<file path="src/rtl/divider_seq_if.sv">
// divider_seq_if: request/response handshake bundle for divider_seq.
//   Request side : i_valid/o_ready, i_signed, i_dividend, i_divisor
//   Response side: o_valid/i_ready, o_quotient, o_remainder, o_divByZero, o_overflow
//   slave  modport -> the divider; master modport -> the requester/consumer.
interface divider_seq_if #(
    parameter int WIDTH = 8
);
    logic             i_valid;
    logic             o_ready;
    logic             i_signed;
    logic [WIDTH-1:0] i_dividend;
    logic [WIDTH-1:0] i_divisor;
    logic             o_valid;
    logic             i_ready;
    logic [WIDTH-1:0] o_quotient;
    logic [WIDTH-1:0] o_remainder;
    logic             o_divByZero;
    logic             o_overflow;

    modport slave (
        input  i_valid, i_signed, i_dividend, i_divisor, i_ready,
        output o_ready, o_valid, o_quotient, o_remainder, o_divByZero, o_overflow
    );

    modport master (
        output i_valid, i_signed, i_dividend, i_divisor, i_ready,
        input  o_ready, o_valid, o_quotient, o_remainder, o_divByZero, o_overflow
    );
endinterface

</file>
<file path="src/rtl/divider_seq.sv">
// divider_seq: iterative restoring integer divider, signed or unsigned per op.
//   i_clk   : clock
//   i_rst_n : asynchronous active-low reset
//   i_cg    : clock-gate enable; 0 freezes FSM, counter and datapath
//   bus     : divider_seq_if.slave (request and result handshakes)
// Latency is fixed at WIDTH/BITS_PER_CYCLE + 1 edges from accept to o_valid,
// including divide-by-zero and signed MIN/-1 overflow.
module divider_seq #(
    parameter int WIDTH          = 8,
    parameter int BITS_PER_CYCLE = 1,
    parameter int ABSTRACT_MODEL = 0
) (
    input  logic           i_clk,
    input  logic           i_rst_n,
    input  logic           i_cg,
    divider_seq_if.slave   bus
);
    localparam int N     = WIDTH / BITS_PER_CYCLE;
    localparam int CNT_W = (N > 1) ? $clog2(N) : 1;

    if ((WIDTH % BITS_PER_CYCLE != 0) || (WIDTH < 2)) begin : g_bad_params
        $error("divider_seq: WIDTH must be >= 2 and a multiple of BITS_PER_CYCLE");
    end

    typedef enum logic [1:0] {IDLE, CALC, FIX, DONE} state_t;

    state_t             state, state_nxt;
    logic [CNT_W-1:0]   cnt;
    logic               accept;

    // Operation context captured on accept
    logic               neg_quo;       // operand signs differ
    logic               neg_rem;       // dividend was negative
    logic               div_by_zero;
    logic               overflow;
    logic [WIDTH-1:0]   orig_dvd;
    logic [WIDTH-1:0]   dvs_mag;
    logic [WIDTH-1:0]   rem_r;
    logic [WIDTH-1:0]   quo_r;

    // Registered results
    logic [WIDTH-1:0]   q_out, r_out;
    logic               dbz_out, ovf_out;

    assign bus.o_ready     = (state == IDLE) || ((state == DONE) && bus.i_ready);
    assign bus.o_valid     = (state == DONE);
    assign bus.o_quotient  = q_out;
    assign bus.o_remainder = r_out;
    assign bus.o_divByZero = dbz_out;
    assign bus.o_overflow  = ovf_out;

    assign accept = bus.i_valid && bus.o_ready && i_cg;

    // ---------------- FSM ----------------
    always_ff @(posedge i_clk or negedge i_rst_n) begin
        if (!i_rst_n)  state <= IDLE;
        else if (i_cg) state <= state_nxt;
    end

    always_comb begin
        state_nxt = state;
        case (state)
            IDLE: if (accept) state_nxt = CALC;
            CALC: if (cnt == '0) state_nxt = FIX;
            FIX:  state_nxt = DONE;
            DONE: if (bus.i_ready) state_nxt = accept ? CALC : IDLE;
            default: state_nxt = IDLE;
        endcase
    end

    // ---------------- operand conditioning ----------------
    logic             in_dvd_neg, in_dvs_neg;
    logic [WIDTH-1:0] in_dvd_mag, in_dvs_mag;

    assign in_dvd_neg = bus.i_signed && bus.i_dividend[WIDTH-1];
    assign in_dvs_neg = bus.i_signed && bus.i_divisor[WIDTH-1];
    // |MIN| wraps to MIN, which is still the right unsigned magnitude
    assign in_dvd_mag = in_dvd_neg ? -bus.i_dividend : bus.i_dividend;
    assign in_dvs_mag = in_dvs_neg ? -bus.i_divisor  : bus.i_divisor;

    // ---------------- restoring step(s) ----------------
    // {rem, quo} shifts left one bit per step; the dividend magnitude drains
    // out of quo's MSB into rem while quotient bits fill quo's LSB.
    logic [WIDTH-1:0] step_rem, step_quo;
    logic [WIDTH:0]   shifted;
    logic [WIDTH+1:0] diff;            // WIDTH+1-bit difference plus borrow

    always_comb begin
        step_rem = rem_r;
        step_quo = quo_r;
        shifted  = '0;
        diff     = '0;
        for (int k = 0; k < BITS_PER_CYCLE; k++) begin
            shifted  = {step_rem, step_quo[WIDTH-1]};
            diff     = {1'b0, shifted} - {2'b00, dvs_mag};
            step_quo = {step_quo[WIDTH-2:0], ~diff[WIDTH+1]};
            // remainder stays below the divisor, so WIDTH bits suffice
            step_rem = diff[WIDTH+1] ? shifted[WIDTH-1:0] : diff[WIDTH-1:0];
        end
    end

    // ---------------- result magnitudes ----------------
    logic [WIDTH-1:0] q_mag, r_mag;

    if (ABSTRACT_MODEL != 0) begin : g_abstract
        logic [WIDTH-1:0] dvd_abs;
        assign dvd_abs = neg_rem ? -orig_dvd : orig_dvd;
        assign q_mag   = (dvs_mag == '0) ? '1      : dvd_abs / dvs_mag;
        assign r_mag   = (dvs_mag == '0) ? dvd_abs : dvd_abs % dvs_mag;
    end else begin : g_iterative
        assign q_mag = quo_r;
        assign r_mag = rem_r;
    end

    // ---------------- sign fix and corner cases ----------------
    logic [WIDTH-1:0] fix_q, fix_r;

    always_comb begin
        fix_q = neg_quo ? -q_mag : q_mag;
        fix_r = neg_rem ? -r_mag : r_mag;
        if (div_by_zero) begin
            fix_q = '1;
            fix_r = orig_dvd;
        end else if (overflow) begin
            fix_q = {1'b1, {(WIDTH-1){1'b0}}};
            fix_r = '0;
        end
    end

    // ---------------- datapath registers ----------------
    always_ff @(posedge i_clk or negedge i_rst_n) begin
        if (!i_rst_n) begin
            cnt         <= '0;
            neg_quo     <= 1'b0;
            neg_rem     <= 1'b0;
            div_by_zero <= 1'b0;
            overflow    <= 1'b0;
            orig_dvd    <= '0;
            dvs_mag     <= '0;
            rem_r       <= '0;
            quo_r       <= '0;
            q_out       <= '0;
            r_out       <= '0;
            dbz_out     <= 1'b0;
            ovf_out     <= 1'b0;
        end else if (i_cg) begin
            if (accept) begin
                cnt         <= CNT_W'(N - 1);
                neg_quo     <= in_dvd_neg ^ in_dvs_neg;
                neg_rem     <= in_dvd_neg;
                div_by_zero <= (bus.i_divisor == '0);
                overflow    <= bus.i_signed
                               && (bus.i_dividend == {1'b1, {(WIDTH-1){1'b0}}})
                               && (bus.i_divisor == '1);
                orig_dvd    <= bus.i_dividend;
                dvs_mag     <= in_dvs_mag;
                rem_r       <= '0;
                quo_r       <= in_dvd_mag;
            end else if (state == CALC) begin
                cnt   <= cnt - 1'b1;
                rem_r <= step_rem;
                quo_r <= step_quo;
            end
            if (state == FIX) begin
                q_out   <= fix_q;
                r_out   <= fix_r;
                dbz_out <= div_by_zero;
                ovf_out <= overflow;
            end
        end
    end

`ifndef SYNTHESIS
    a_valid_not_busy: assert property (@(posedge i_clk) disable iff (!i_rst_n)
        bus.o_valid |-> !(state inside {CALC, FIX}));
    a_hold_stable: assert property (@(posedge i_clk) disable iff (!i_rst_n)
        (bus.o_valid && !bus.i_ready) |=>
            ($stable(q_out) && $stable(r_out) && $stable(dbz_out) && $stable(ovf_out)
             && bus.o_valid));
    a_flags_exclusive: assert property (@(posedge i_clk) disable iff (!i_rst_n)
        !(dbz_out && ovf_out));
`endif
endmodule

</file>
<file path="src/flat_wrapper.sv">
// flat-port wrapper written by rule: the top's interface ports become plain ports
module divider_seq_flat 
#(
    parameter int WIDTH          = 8,
    parameter int BITS_PER_CYCLE = 1,
    parameter int ABSTRACT_MODEL = 0
)
  (i_clk, i_rst_n, i_cg, bus_i_valid, bus_i_signed, bus_i_dividend, bus_i_divisor, bus_i_ready, bus_o_ready, bus_o_valid, bus_o_quotient, bus_o_remainder, bus_o_divByZero, bus_o_overflow);
  divider_seq_if #(.WIDTH(WIDTH)) bus_i ();
  input  logic i_clk;
  input  logic i_rst_n;
  input  logic i_cg;
  input wire logic [$bits(bus_i.i_valid)-1:0] bus_i_valid;
  input wire logic [$bits(bus_i.i_signed)-1:0] bus_i_signed;
  input wire logic [$bits(bus_i.i_dividend)-1:0] bus_i_dividend;
  input wire logic [$bits(bus_i.i_divisor)-1:0] bus_i_divisor;
  input wire logic [$bits(bus_i.i_ready)-1:0] bus_i_ready;
  output wire logic [$bits(bus_i.o_ready)-1:0] bus_o_ready;
  output wire logic [$bits(bus_i.o_valid)-1:0] bus_o_valid;
  output wire logic [$bits(bus_i.o_quotient)-1:0] bus_o_quotient;
  output wire logic [$bits(bus_i.o_remainder)-1:0] bus_o_remainder;
  output wire logic [$bits(bus_i.o_divByZero)-1:0] bus_o_divByZero;
  output wire logic [$bits(bus_i.o_overflow)-1:0] bus_o_overflow;
  assign bus_i.i_valid = bus_i_valid;
  assign bus_i.i_signed = bus_i_signed;
  assign bus_i.i_dividend = bus_i_dividend;
  assign bus_i.i_divisor = bus_i_divisor;
  assign bus_i.i_ready = bus_i_ready;
  assign bus_o_ready = bus_i.o_ready;
  assign bus_o_valid = bus_i.o_valid;
  assign bus_o_quotient = bus_i.o_quotient;
  assign bus_o_remainder = bus_i.o_remainder;
  assign bus_o_divByZero = bus_i.o_divByZero;
  assign bus_o_overflow = bus_i.o_overflow;
  divider_seq #(.WIDTH(WIDTH), .BITS_PER_CYCLE(BITS_PER_CYCLE), .ABSTRACT_MODEL(ABSTRACT_MODEL)) u_core (.i_clk(i_clk), .i_rst_n(i_rst_n), .i_cg(i_cg), .bus(bus_i));
endmodule
</file>
<file path="config.mk">
export PLATFORM = sky130hd
export DESIGN_NAME = divider_seq_flat
export DESIGN_NICKNAME = d
export VERILOG_FILES = /design/src/rtl/divider_seq_if.sv /design/src/rtl/divider_seq.sv /design/src/flat_wrapper.sv
export SDC_FILE = /design/constraint.sdc
export NUM_CORES = 1
export LEC_CHECK = 0
export BUFFER_PORTS_ARGS = -buffer_cell sky130_fd_sc_hd__buf_2
export CAP_MARGIN = 40
export CORE_MARGIN = 2
export CORE_UTILIZATION = 47
export CTS_CLUSTER_SIZE = 16
export DETAILED_ROUTE_END_ITERATION = 10
export PLACE_DENSITY = 0.73
export REMOVE_ABC_BUFFERS = 1
export SKIP_CTS_REPAIR_TIMING = 1
export SLEW_MARGIN = 10
export SYNTH_ARGS = -nofsm -noshare
export SYNTH_HDL_FRONTEND = slang
export SYNTH_SLANG_ARGS = --single-unit
export TNS_END_PERCENT = 5
</file>
<file path="constraint.sdc">
create_clock -name i_clk -period 2.5 [get_ports i_clk]
set_input_delay 0.375 -clock i_clk [delete_from_list [all_inputs] [get_ports i_clk]]
set_output_delay 0.375 -clock i_clk [all_outputs]
set_load 0.05 [all_outputs]
</file>
### After elaboration in Yosys (flattened, before gate mapping)

Cells that the tools add are included.

* add/subtract/negate cells: 6
* equality and inequality tests: 8
* muxes and demuxes: 20
* bitwise logic cells: 2
* reductions and logical operators: 16

Operators with widths (count)
* 8-bit two-way mux: 13
* 8-bit negator: 4
* 8-bit equality test, second input constant: 2
* 9-bit by 8-bit subtractor with 10-bit output: 1
* 8-bit logical NOT: 1
* 2-bit case mux with 4 select lines: 1
* 1-bit logical AND: 7
* 2-bit two-way mux: 3
* 3-bit two-way mux: 2
* 2-bit AND reduction: 3
* 2-bit equality test, second input constant: 2
* 2-bit by 1-bit inequality test with 1-bit output, second input constant: 2
* 4-bit AND reduction: 1
* 3-bit logical NOT: 1
* 3-bit by 1-bit subtractor with 3-bit output, second input constant: 1
* 2-bit by 1-bit equality test with 1-bit output, second input constant: 1
* 2-bit logical NOT: 1
* 2-bit inequality test, second input constant: 1
* 2-bit nonzero test: 1
* 1-bit logical OR: 1
* 1-bit two-way mux: 1
* 1-bit NOT: 1
* 1-bit bitwise XOR: 1

* bits in registers: 59
* output and inout port bits: 20
* word-level logic and storage cells: 66

### Logic depth before layout (Yosys ltp)

Gate-level depths: netlist (run 1).

* depth in word-level cells: 8
* gate-level depth with buffers: 9
* depth with buffers taken out: 9

### Worst setup path after synthesis (run 1)

No wires, ideal clock.

* path type: register to register
* start point: register u_core.state[1]
* end point: register u_core.dvs_mag[3]
* arrival: 2253 ps
* slack: 114 ps
* cell stages (with the launch flop): 7
* buffers on the path: 2
* period minus slack after synthesis: 2386 ps
* cell sequence: dfrtp_1 -> ha_1 -> a21o_1 -> and3_1 -> clkbuf_1 -> clkbuf_1 -> o21ai_0

* longest elaborated chain between the ends: 6
* elaborated cells between the ends (all ways): 7

Ends and longest elaborated chain
* start: declaration: line divider_seq.sv:27 `state_t state, state_nxt;`
* start signal: assignment: line divider_seq.sv:57 `else if (i_cg) state <= state_nxt;`
* 2-bit equality test
* via bus_o_valid: line flat_wrapper.sv:19 `output wire logic [$bits(bus_i.o_valid)-1:0] bus_o_valid;`
* 1-bit logical AND: line divider_seq.sv:45 `assign bus.o_ready = (state == IDLE) || ((state == DONE) && bus.i_ready);`
* 1-bit logical OR: line divider_seq.sv:45
* via bus_o_ready: line flat_wrapper.sv:18 `output wire logic [$bits(bus_i.o_ready)-1:0] bus_o_ready;`
* 1-bit logical AND (2 in series): line divider_seq.sv:52 `assign accept = bus.i_valid && bus.o_ready && i_cg;`
* 2-bit AND reduction (no source line)
* end signal: assignment: line divider_seq.sv:156 `dvs_mag <= in_dvs_mag;`
* end: declaration: line divider_seq.sv:37 `logic [WIDTH-1:0] dvs_mag;`

The timed path passes the listed nets, and every way through them passes these cells.
A chain may end at the register's enable or synchronous reset.

### Worst setup path in the final report (run 1)

* start point: register u_core.rem_r[3] (netlist: u_core.r_mag[3])
* end point: register u_core.rem_r[4] (netlist: u_core.r_mag[4])

* longest elaborated chain between the ends: 4

Ends and longest elaborated chain
* start: declaration: line divider_seq.sv:38 `logic [WIDTH-1:0] rem_r;`
* start signal: assignment: line divider_seq.sv:161 `rem_r <= step_rem;`
* 9-bit by 8-bit subtractor with 10-bit output: line divider_seq.sv:95 `diff = {1'b0, shifted} - {2'b00, dvs_mag};`
* 8-bit two-way mux *: line divider_seq.sv:98 `step_rem = diff[WIDTH+1] ? shifted[WIDTH-1:0] : diff[WIDTH-1:0];`
* 8-bit two-way mux *: line divider_seq.sv:159 `end else if (state == CALC) begin`
* 8-bit two-way mux *: line divider_seq.sv:147 `if (accept) begin`

Mark *: on every way between the ends. The rest lies on a longest branch, timed or not. The select of a mux whose other input is x is not followed.

==> results of run 1 <==
logic make-up after synthesis:
| group | Yosys count | share of synthesized area |
|---|---|---|
| flops | 59 | 0.414 |
| simple gates | 141 | 0.176 |
| buf+inv | 42 | 0.0442 |
| mux | 6 | 0.0176 |
| compound gates | 109 | 0.201 |
| xor+xnor | 29 | 0.0713 |
| fa+ha+maj | 21 | 0.0758 |
registers in the layout (all words and copies together) (netlist names):
signal                  count
u_core.neg_quo              1
u_core.bus.o_overflow       1
u_core.overflow             1
u_core.bus.o_remainder      8
u_core.state                2
u_core.cnt                  3
u_core.bus.o_divByZero      1
u_core.orig_dvd             8
u_core.r_mag                8
u_core.div_by_zero          1
u_core.q_mag                8
u_core.neg_rem              1
u_core.dvs_mag              8
u_core.bus.o_quotient       8
area by class of cell:
cell class,count,area share
clock buffers,12,0.0401
clock inverters,4,0.0116
inverters,26,0.0237
multi-input cells,306,0.469
flip-flops and latches,59,0.359
well taps,99,0.0301
repair buffers,50,0.0663
worst paths after layout:
kind	cells after the start	from	endpoint
worst max-delay path	6	u_core.r_mag[3]	u_core.r_mag[4]
worst min-delay path	1	i_rst_n	u_core.bus.o_quotient[2]
worst max register to register	6	u_core.r_mag[3]	u_core.r_mag[4]
worst min register to register	2	u_core.bus.o_quotient[1]	u_core.bus.o_quotient[1]
max in group asynchronous	2	i_rst_n	u_core.orig_dvd[2]
min in group i_clk	2	bus_i_divisor[6]	u_core.div_by_zero
worst max-delay path: stages (launching register included):
cell and delay, ps:
dfrtp_1 450, ha_1 410, a21oi_1 340, o221ai_2 210, nor2_4 280, mux2i_1 250, o21ai_1 90
cells in the final DEF, fill, tap and decap left out, types with 2 or more instances in the layout:
cell type | Yosys | final
or3_1 | 3 | 3
mux2i_1 | 4 | 4
dfrtp_1 | 59 | 59
o21ai_1 | 8 | 8
buf_4 | 0 | 9
xor2_1 | 13 | 13
a2111oi_0 | 2 | 2
and3_1 | 4 | 4
nand2b_1 | 5 | 5
a21o_1 | 4 | 4
nand2_1 | 82 | 82
mux2_2 | 2 | 2
clkbuf_8 | 0 | 12
a41oi_1 | 2 | 2
a211oi_1 | 2 | 2
inv_1 | 25 | 25
o211ai_1 | 2 | 2
ha_1 | 20 | 20
o21ai_0 | 35 | 35
o31ai_1 | 7 | 7
o41ai_1 | 2 | 2
xnor2_1 | 16 | 16
nand4_1 | 3 | 3
a22oi_1 | 4 | 4
o21bai_1 | 2 | 2
or4_1 | 2 | 2
a21oi_1 | 19 | 19
nand3_1 | 6 | 6
a31oi_1 | 6 | 6
nor2_1 | 22 | 22
buf_2 | 0 | 41
a221o_1 | 2 | 2
nor3_1 | 6 | 6
clkinv_2 | 0 | 2
o31a_1 | 3 | 3
a32oi_1 | 2 | 2
layer usage:
layer	share of wire	vias up	GRT usage
met4	0.024	0	0.0884
met5	0	-	0
met1	0.44	1442	0.272
met2	0.48	71	0.344
li1	-	1517	-
met3	0.049	16	0.0581
power breakdown:
group	leakage (nW)	internal, W	total [W]	switching [W]
logic	1.13	0.00111	0.00299	0.00187
clock network	0.108	0.000538	0.000914	0.000376
registers	0.748	0.00136	0.00173	0.000369
stage by stage:
step / worst slack (ps) / hold WS (ps) / std cells
after global placement: 396 / 379 / 540
after CTS: 343 / 8.26 / 556
final: 348 / 11.7 / 556
after floorplan: -629 / 79.4 / 391
after global routing: 187 / 34.2 / 556
after detailed placement: 353 / 375 / 540
==> qor.yml, run 1 <==
status: "completed"
cts_buffer_depth: 2
globalplace.congestion: 0.910
wl_um: 8330
antenna_found_initial: 0
ant_nets: 0
skew_ps: 6.87
routed_via_density: 5.48
tritoncts: "built"
synth_warnings: 0
yosysMostFrequentCell: "nand2_1"
fillers: 679
synth.cell_area_sq_um: 3560
crit_type: "reg -> reg"
vias: 3046
min_period_over_period: 0.861
synth-seq-cells: 59
placed_cell_area_sq_um: 3900
wl_per_cell_um: 15.0
netlist.area_leader.share: 0.414
grt_first_pass_wirelength_um: 14000
cp_data_required_time_ps: 2710
synth_top_cells_by_count: "82 x nand2_1, 59 x dfrtp_1, 35 x o21ai_0"
final_area_sq_um: 4110
seq_area_sq_um: 1480
setup_viol: 0
row_count: 31
maxSlewViolCount: 0
drive_above_1_share: 0.162
hpwlAfterDp_um: 6300
cts_max_level: 3
core_sq_um: 7290
io_pins: 42
first_pass_iters: 7
die_w_um: 91.1
worstMarginPinSlew_ps: 689
synth_cell_types: 51
clkSinkCount: 59
cap_viol_max_count: 0
synth_area_leader_cell: "dfrtp_1"
tns_ps: 0
finish.utilization: 0.564
ys_top_cells_by_area: "dfrtp_1 41%, nand2_1 8.6%, ha_1 7.0%, o21ai_0 4.9%, xnor2_1 3.9%"
yosysSeqAreaShare: 0.414
relSlewSlack: 0.541
final_hold_viol_count: 0
total_leakage_power_nw: 1.99
drc: 0
reg2reg_slack_ps: 350
antenna_cells: 0
rsz0062_at_grt: "no"
syn_avg_cell_area_sq_um: 8.76
grt_overflow: 0
worstSkewPairLatency_ps: 340
synth_edf_count: 0
multiInputGateArea_sq_um: 1930
fmax_mhz: 465
nets: 495
clock-root-buffer: "clkbuf_8"
cp_max_fo: 10
drtIter0Drc: 165
cts_inserted_buffers: 9
min_period_ps: 2150
max-vdd-ir-drop_mv: 0.479
synthFlopType: "dfrtp_1"
synthToLayoutAreaGrowth_pct: 15.4
io_buffers: 41
grt_pass1_vias: 2970
grt_max_degree: 23
path_clk_slew_ps: 60
crit_arrival_ps: 2370
dieArea_sq_um: 8300
die_h_um: 91.1
async_reset_ff_frac: 1.00
cp-end-kind: "register"
start_util: 0.489
power_density_nw_per_um2: 1370
synthCells: 407
finalPower_w: 0.00563
hold_path.class: "in -> async"
cp-start-kind: "register"
grt_util_all_layers: 0.214
Note: power is estimated with default switching activity, not from simulation.
==> inputs of run 2 (changes only) <==
--- a/config.mk
+++ b/config.mk
@@ -13,8 +13,9 @@
 export DETAILED_ROUTE_END_ITERATION = 10
 export PLACE_DENSITY = 0.73
 export REMOVE_ABC_BUFFERS = 1
+export SETUP_SLACK_MARGIN = 0.4
 export SKIP_CTS_REPAIR_TIMING = 1
-export SLEW_MARGIN = 10
+export SLEW_MARGIN = 25
 export SYNTH_ARGS = -nofsm -noshare
 export SYNTH_HDL_FRONTEND = slang
 export SYNTH_SLANG_ARGS = --single-unit
==> run 2 against run 1 <==
Net effect:
- critical path depth is the same
- register-to-register slack gained 70 ps
- fmax grew 3.3%
- utilization grew 0.48 points
- clock-buffer cell count is the same
- clock skew is essentially flat
- largest power group unchanged
- first-iteration DRC count shrank 16%
==> qor.yml, run 2 (synthesis results as in run 1) <==
status: "completed"
wl_per_cell_um: 15.1  # +0.97%
clkSinkCount: 59  # unchanged
row_count: 31  # unchanged
min_period_over_period: 0.833  # -0.0276
cp-end-kind: "register"
final_common_cell: "nand2_1"
core_sq_um: 7290  # unchanged
reg2reg_to: "u_core.r_mag[0]"
clock-root-buffer: "clkbuf_8"
skew_ps: 6.98  # +0.111 ps
min_period_ps: 2080  # -68.9 ps
antenna_found_initial: 0  # unchanged
cp_slowest_cell: "dfrtp_1"
crit_arrival_ps: 2320  # -50 ps
drive_above_1_share: 0.181  # +0.0193
maxSlewViolCount: 0  # unchanged
grt_first_pass_wirelength_um: 14000  # unchanged
max-vdd-ir-drop_mv: 0.502  # +4.8%
hpwlAfterDp_um: 6300  # unchanged
vias: 3032  # -0.46%
routed_via_density: 5.44  # -0.64%
grt_pass1_vias: 2970  # unchanged
reg2reg_slack_ps: 420  # +70 ps
tritoncts: "built"
cpPeakStageDelay_ps: 470  # +20 ps
drc: 0  # unchanged
hold_path.class: "in -> async"
fmax_mhz: 480  # +3.3%
ant_nets: 0  # unchanged
globalplace.congestion: 0.910  # unchanged
crit_type: "reg -> reg"
crit_path_cell_trace: "ha_1, inv_1, a2111oi_4, nor2_4, or4_1, o311ai_1"
cts_buffer_depth: 2  # unchanged
reg2reg_from: "u_core.r_mag[6]"
total_leakage_power_nw: 1.99  # +0.20%
worstSkewPairLatency_ps: 340  # about the same
grt_max_degree: 23  # unchanged
first_pass_iters: 5  # -2
finalWorstSetupSlack_ps: 417  # +68.9 ps
final_hold_viol_count: 0  # unchanged
cp_data_required_time_ps: 2740  # +30 ps
cts_max_level: 3  # unchanged
power_density_nw_per_um2: 1370  # +0.24%
worstMarginPinSlew_ps: 681  # -8.07 ps
relSlewSlack: 0.546  # +0.00538
io_buffers: 41  # unchanged
die_h_um: 91.1  # unchanged
most-common-layout-cells: "82 x nand2_1, 59 x dfrtp_1, 41 x buf_2"
cts_inserted_buffers: 9  # unchanged
io_pins: 42  # unchanged
path_clk_slew_ps: 60  # about the same
cp_max_fo: 10  # unchanged
grt_overflow: 0  # unchanged
dieArea_sq_um: 8300  # unchanged
cp-start-kind: "register"
cap_viol_max_count: 0  # unchanged
finalPower_w: 0.00569  # +1.1%
antenna_cells: 0  # unchanged
grt_util_all_layers: 0.214  # unchanged
drtIter0Drc: 139  # -16%
die_w_um: 91.1  # unchanged
rsz0062_at_grt: "yes"
start_util: 0.489  # unchanged
nets: 496  # +0.20%
wl_um: 8430  # +1.2%
synthToLayoutAreaGrowth_pct: 16.4
rr_worst_depth: 6  # unchanged
setup_viol: 0  # unchanged
post-place-ws_ps: 353  # unchanged
-- run 2: cell types whose count changed in the layout (fill, tap and decap cells not counted), sizes merged --
cell,delta
buf,+1
-- run 2: how the worst max path moves through the flow --
stage,startpoint,end,slack (ps),cells after the start
2_1_floorplan,u_core.state[1],u_core.r_mag[6],-630,6
3_3_place_gp,u_core.r_mag[3],u_core.r_mag[0],400,6
3_5_place_dp,u_core.r_mag[3],u_core.r_mag[0],350,6
4_1_cts,u_core.r_mag[3],u_core.r_mag[4],340,6
5_1_grt,u_core.r_mag[1],u_core.r_mag[0],300,6
6_report,u_core.r_mag[6],u_core.r_mag[0],420,6
-- run 2: through the flow --
stage,std cells,instance area (sq um),util,TNS [ps],hold WS [ps]
2_1_floorplan,391,3500,-,-9890,79.4
3_3_place_gp,540,3900,0.535,0,379
3_5_place_dp,540,3900,0.535,0,375
4_1_cts,556,4110,0.564,0,8.26
5_1_grt,557,4150,0.569,0,34.2
6_report,557,4150,0.569,0,9.32
-- run 2: layout make-up --
cell class	count	area, sq um
Clock buffer	12	165
Fill cell	672	3140
Multi-Input combinational cell	306	1960
Timing Repair Buffer	51	280
Sequential cell	59	1480
Clock inverter	4	47.5
Tap cell	99	124
Inverter	26	97.6
-- run 2: layer usage --
layer	vias up	wire length, um	global-route usage	part of all wire
met5	-	0	0	0
met4	0	195	0.0884	0.023
met3	16	475	0.0581	0.056
met2	84	4110	0.344	0.49
met1	1418	3650	0.272	0.43
li1	1514	-	-	-
-- run 2: worst max-delay path: cells and delay by family, from the launching register on --
family / cells / cell delay (ps)
buffers and inverters: 1 / 110
flip-flops: 1 / 470
AO/OA/AOI/OAI: 2 / 470
AND/OR/NAND/NOR: 2 / 550
adder cells (fa/ha/maj): 1 / 380
-- run 2: power breakdown --
group / leakage, nW / internal, W / switching [W]
logic: 1.13 / 0.00115 / 0.00190
registers: 0.748 / 0.00136 / 0.000368
clock network: 0.108 / 0.000538 / 0.000378
total: 1.99 / 0.00304 / 0.00265
==> inputs of run 3 (changes only) <==
==> constraint.sdc (replaced) <==
create_clock -name i_clk -period 2.1 [get_ports i_clk]
set_input_delay 0.315 -clock i_clk [delete_from_list [all_inputs] [get_ports i_clk]]
set_output_delay 0.315 -clock i_clk [all_outputs]
set_load 0.05 [all_outputs]
==> run 3 against run 2 <==
Net effect:
- the flow now finishes with violations (hold timing)
- sequential power increased by 17%
- final area increased by 6.5%
- die area unchanged
- setup slack got worse by 270 ps
- non-clock buffer count increased by 19
- via count increased by 6.9%
- highest routed layer unchanged
==> qor.yml, run 3 (synthesis results as in run 1) <==
status: "complete, but fails checks"
violations: "hold timing"
cp_data_required_time_ps: 2310  # -430 ps
pwr-share-comb: 0.596  # +0.061
grt_first_pass_wirelength_um: 14400  # +2.4%
rsz0062_at_grt: "yes"
p_clk_frac: 0.129  # -0.032
start_util: 0.489  # unchanged
cts_buffer_depth: 2  # unchanged
worstSkewPairLatency_ps: 350  # about the same
io_buffers: 41  # unchanged
cp-start-kind: "register"
finish.utilization: 0.606  # +0.0372
max-vdd-ir-drop_mv: 0.663  # +32%
globalplace.congestion: 0.930  # +2.2%
finalWorstSetupSlack_ps: 149  # -268 ps
cp_max_fo: 3  # -7
tritoncts: "built"
final_common_cell: "nand2_1"
setup.worst_path.start: "u_core.q_mag[7]"
grt_overflow: 0  # unchanged
nets: 516  # +4.0%
fmax_mhz: 513  # +6.8%
drc: 0  # unchanged
total_leakage_power_nw: 2.08  # +4.7%
first_pass_iters: 5  # unchanged
min_period_over_period: 0.929  # +0.0957
reg2reg_from: "u_core.q_mag[7]"
final_hold_viol_count: 22  # +22
routed_via_density: 5.62  # +3.2%
dpl.cell_count: 551  # +2.0%
switching_share: 0.468  # +0.00297
drive_above_1_share: 0.247  # +0.0656
maxSlewViolCount: 0  # unchanged
wl_per_cell_um: 15.6  # +3.2%
worstMarginPinSlew_ps: 601  # -79.5 ps
wl_um: 9010  # +6.9%
holdWs_ps: -23.1  # -32.4 ps
antenna_cells: 0  # unchanged
tns_ps: 0  # unchanged
hold_path.class: "in -> async"
die_h_um: 91.1  # unchanged
path_clk_slew_ps: 70  # about the same
min_period_ps: 1950  # -132 ps
reg2reg_slack_ps: 150  # -270 ps
hpwlAfterDp_um: 6440  # +2.4%
post-place-ws_ps: 22.4  # -331 ps
grt_pass1_vias: 3037  # +2.3%
relSlewSlack: 0.599  # +0.0530
grt_max_degree: 36  # +57%
grt_util_all_layers: 0.216  # +0.00176
row_count: 31  # unchanged
cap_viol_max_count: 0  # unchanged
crit_type: "reg -> reg"
die_w_um: 91.1  # unchanged
power_density_nw_per_um2: 1660  # +21%
dieArea_sq_um: 8300  # unchanged
clock-root-buffer: "clkbuf_8"
antenna_found_initial: 0  # unchanged
drtIter0Drc: 186  # +34%
setup_viol: 0  # unchanged
cts_max_level: 3  # unchanged
vias: 3242  # +6.9%
io_pins: 42  # unchanged
ant_nets: 0  # unchanged
crit_arrival_ps: 2160  # -160 ps
skew_ps: 10.7  # +3.76 ps
synthToLayoutAreaGrowth_pct: 24.0
clkSinkCount: 59  # unchanged
power_switching_w: 0.00344  # +30%
cts_inserted_buffers: 9  # unchanged
pwr-share-seq: 0.275  # -0.029
fin_cells: 577  # +3.6%
most-common-layout-cells: "82 x nand2_1, 58 x dfrtp_1, 41 x buf_2"
core_sq_um: 7290  # unchanged
p_int_w: 0.00391  # +28%
cp-end-kind: "register"
==> run 3: cell types whose count changed in the layout (fill, tap and decap cells not counted), moves of 2 or more <==
cell | previous run | this run
buf_12 | 0 | 2
nor2_1 | 22 | 20
ha_4 | 0 | 7
buf_4 | 10 | 26
inv_1 | 25 | 18
inv_2 | 0 | 6
nor2_2 | 0 | 2
ha_1 | 17 | 13
ha_2 | 3 | 0
==> run 3: worst max-delay path, cell delays in order (launching register included) <==
cell	delay, ps
dfrtp_1	400
inv_2	90
ha_4	130
inv_1	40
fa_2	370
a211oi_2	260
o21bai_1	110
a21oi_1	160
xor2_1	180
o21ai_1	90
==> run 3: final timing paths <==
path / endpoint / cells after the start
worst max register to register: u_core.r_mag[6] / 9
worst min register to register: u_core.bus.o_quotient[2] / 2
worst min-delay path: u_core.r_mag[7] / 1
max in group asynchronous: u_core.state[1] / 2
worst max-delay path: u_core.r_mag[6] / 9
min in group i_clk: u_core.div_by_zero / 2
==> run 3: power by group through the flow <==
stage                     sequential, W  clock, W  combinational (W)
final                           0.00202  0.000948            0.00438
after global routing            0.00208   0.00102            0.00480
after CTS                       0.00198  0.000964            0.00377
after detailed placement        0.00200         0            0.00375
after global placement          0.00197         0            0.00365
after floorplan                 0.00243         0            0.00230
==> run 3: cell type report <==
class                           count  area [sq um]
Clock buffer                       12           155
Inverter                           26           100
Tap cell                           99           124
Timing Repair Buffer               70           452
Fill cell                         630          2870
Multi-Input combinational cell    307          2090
Sequential cell                    59          1480
Clock inverter                      4          25.0
==> run 3: layer usage <==
layer,vias up,track usage,share of wire
met1,1582,0.277,0.43
met2,94,0.369,0.51
li1,1554,-,-
met3,12,0.0448,0.046
met5,-,0,0
met4,0,0.0581,0.012
==> run 3: per-stage QoR <==
stage	power (W)	instance area, sq um	hold slack (ps)
finish	0.00734	4420	-23.1
detailed placement	0.00575	4010	356
global route	0.00790	4420	13.0
global placement	0.00562	4010	352
CTS	0.00672	4190	-12.7
floorplan	0.00473	3500	19.4
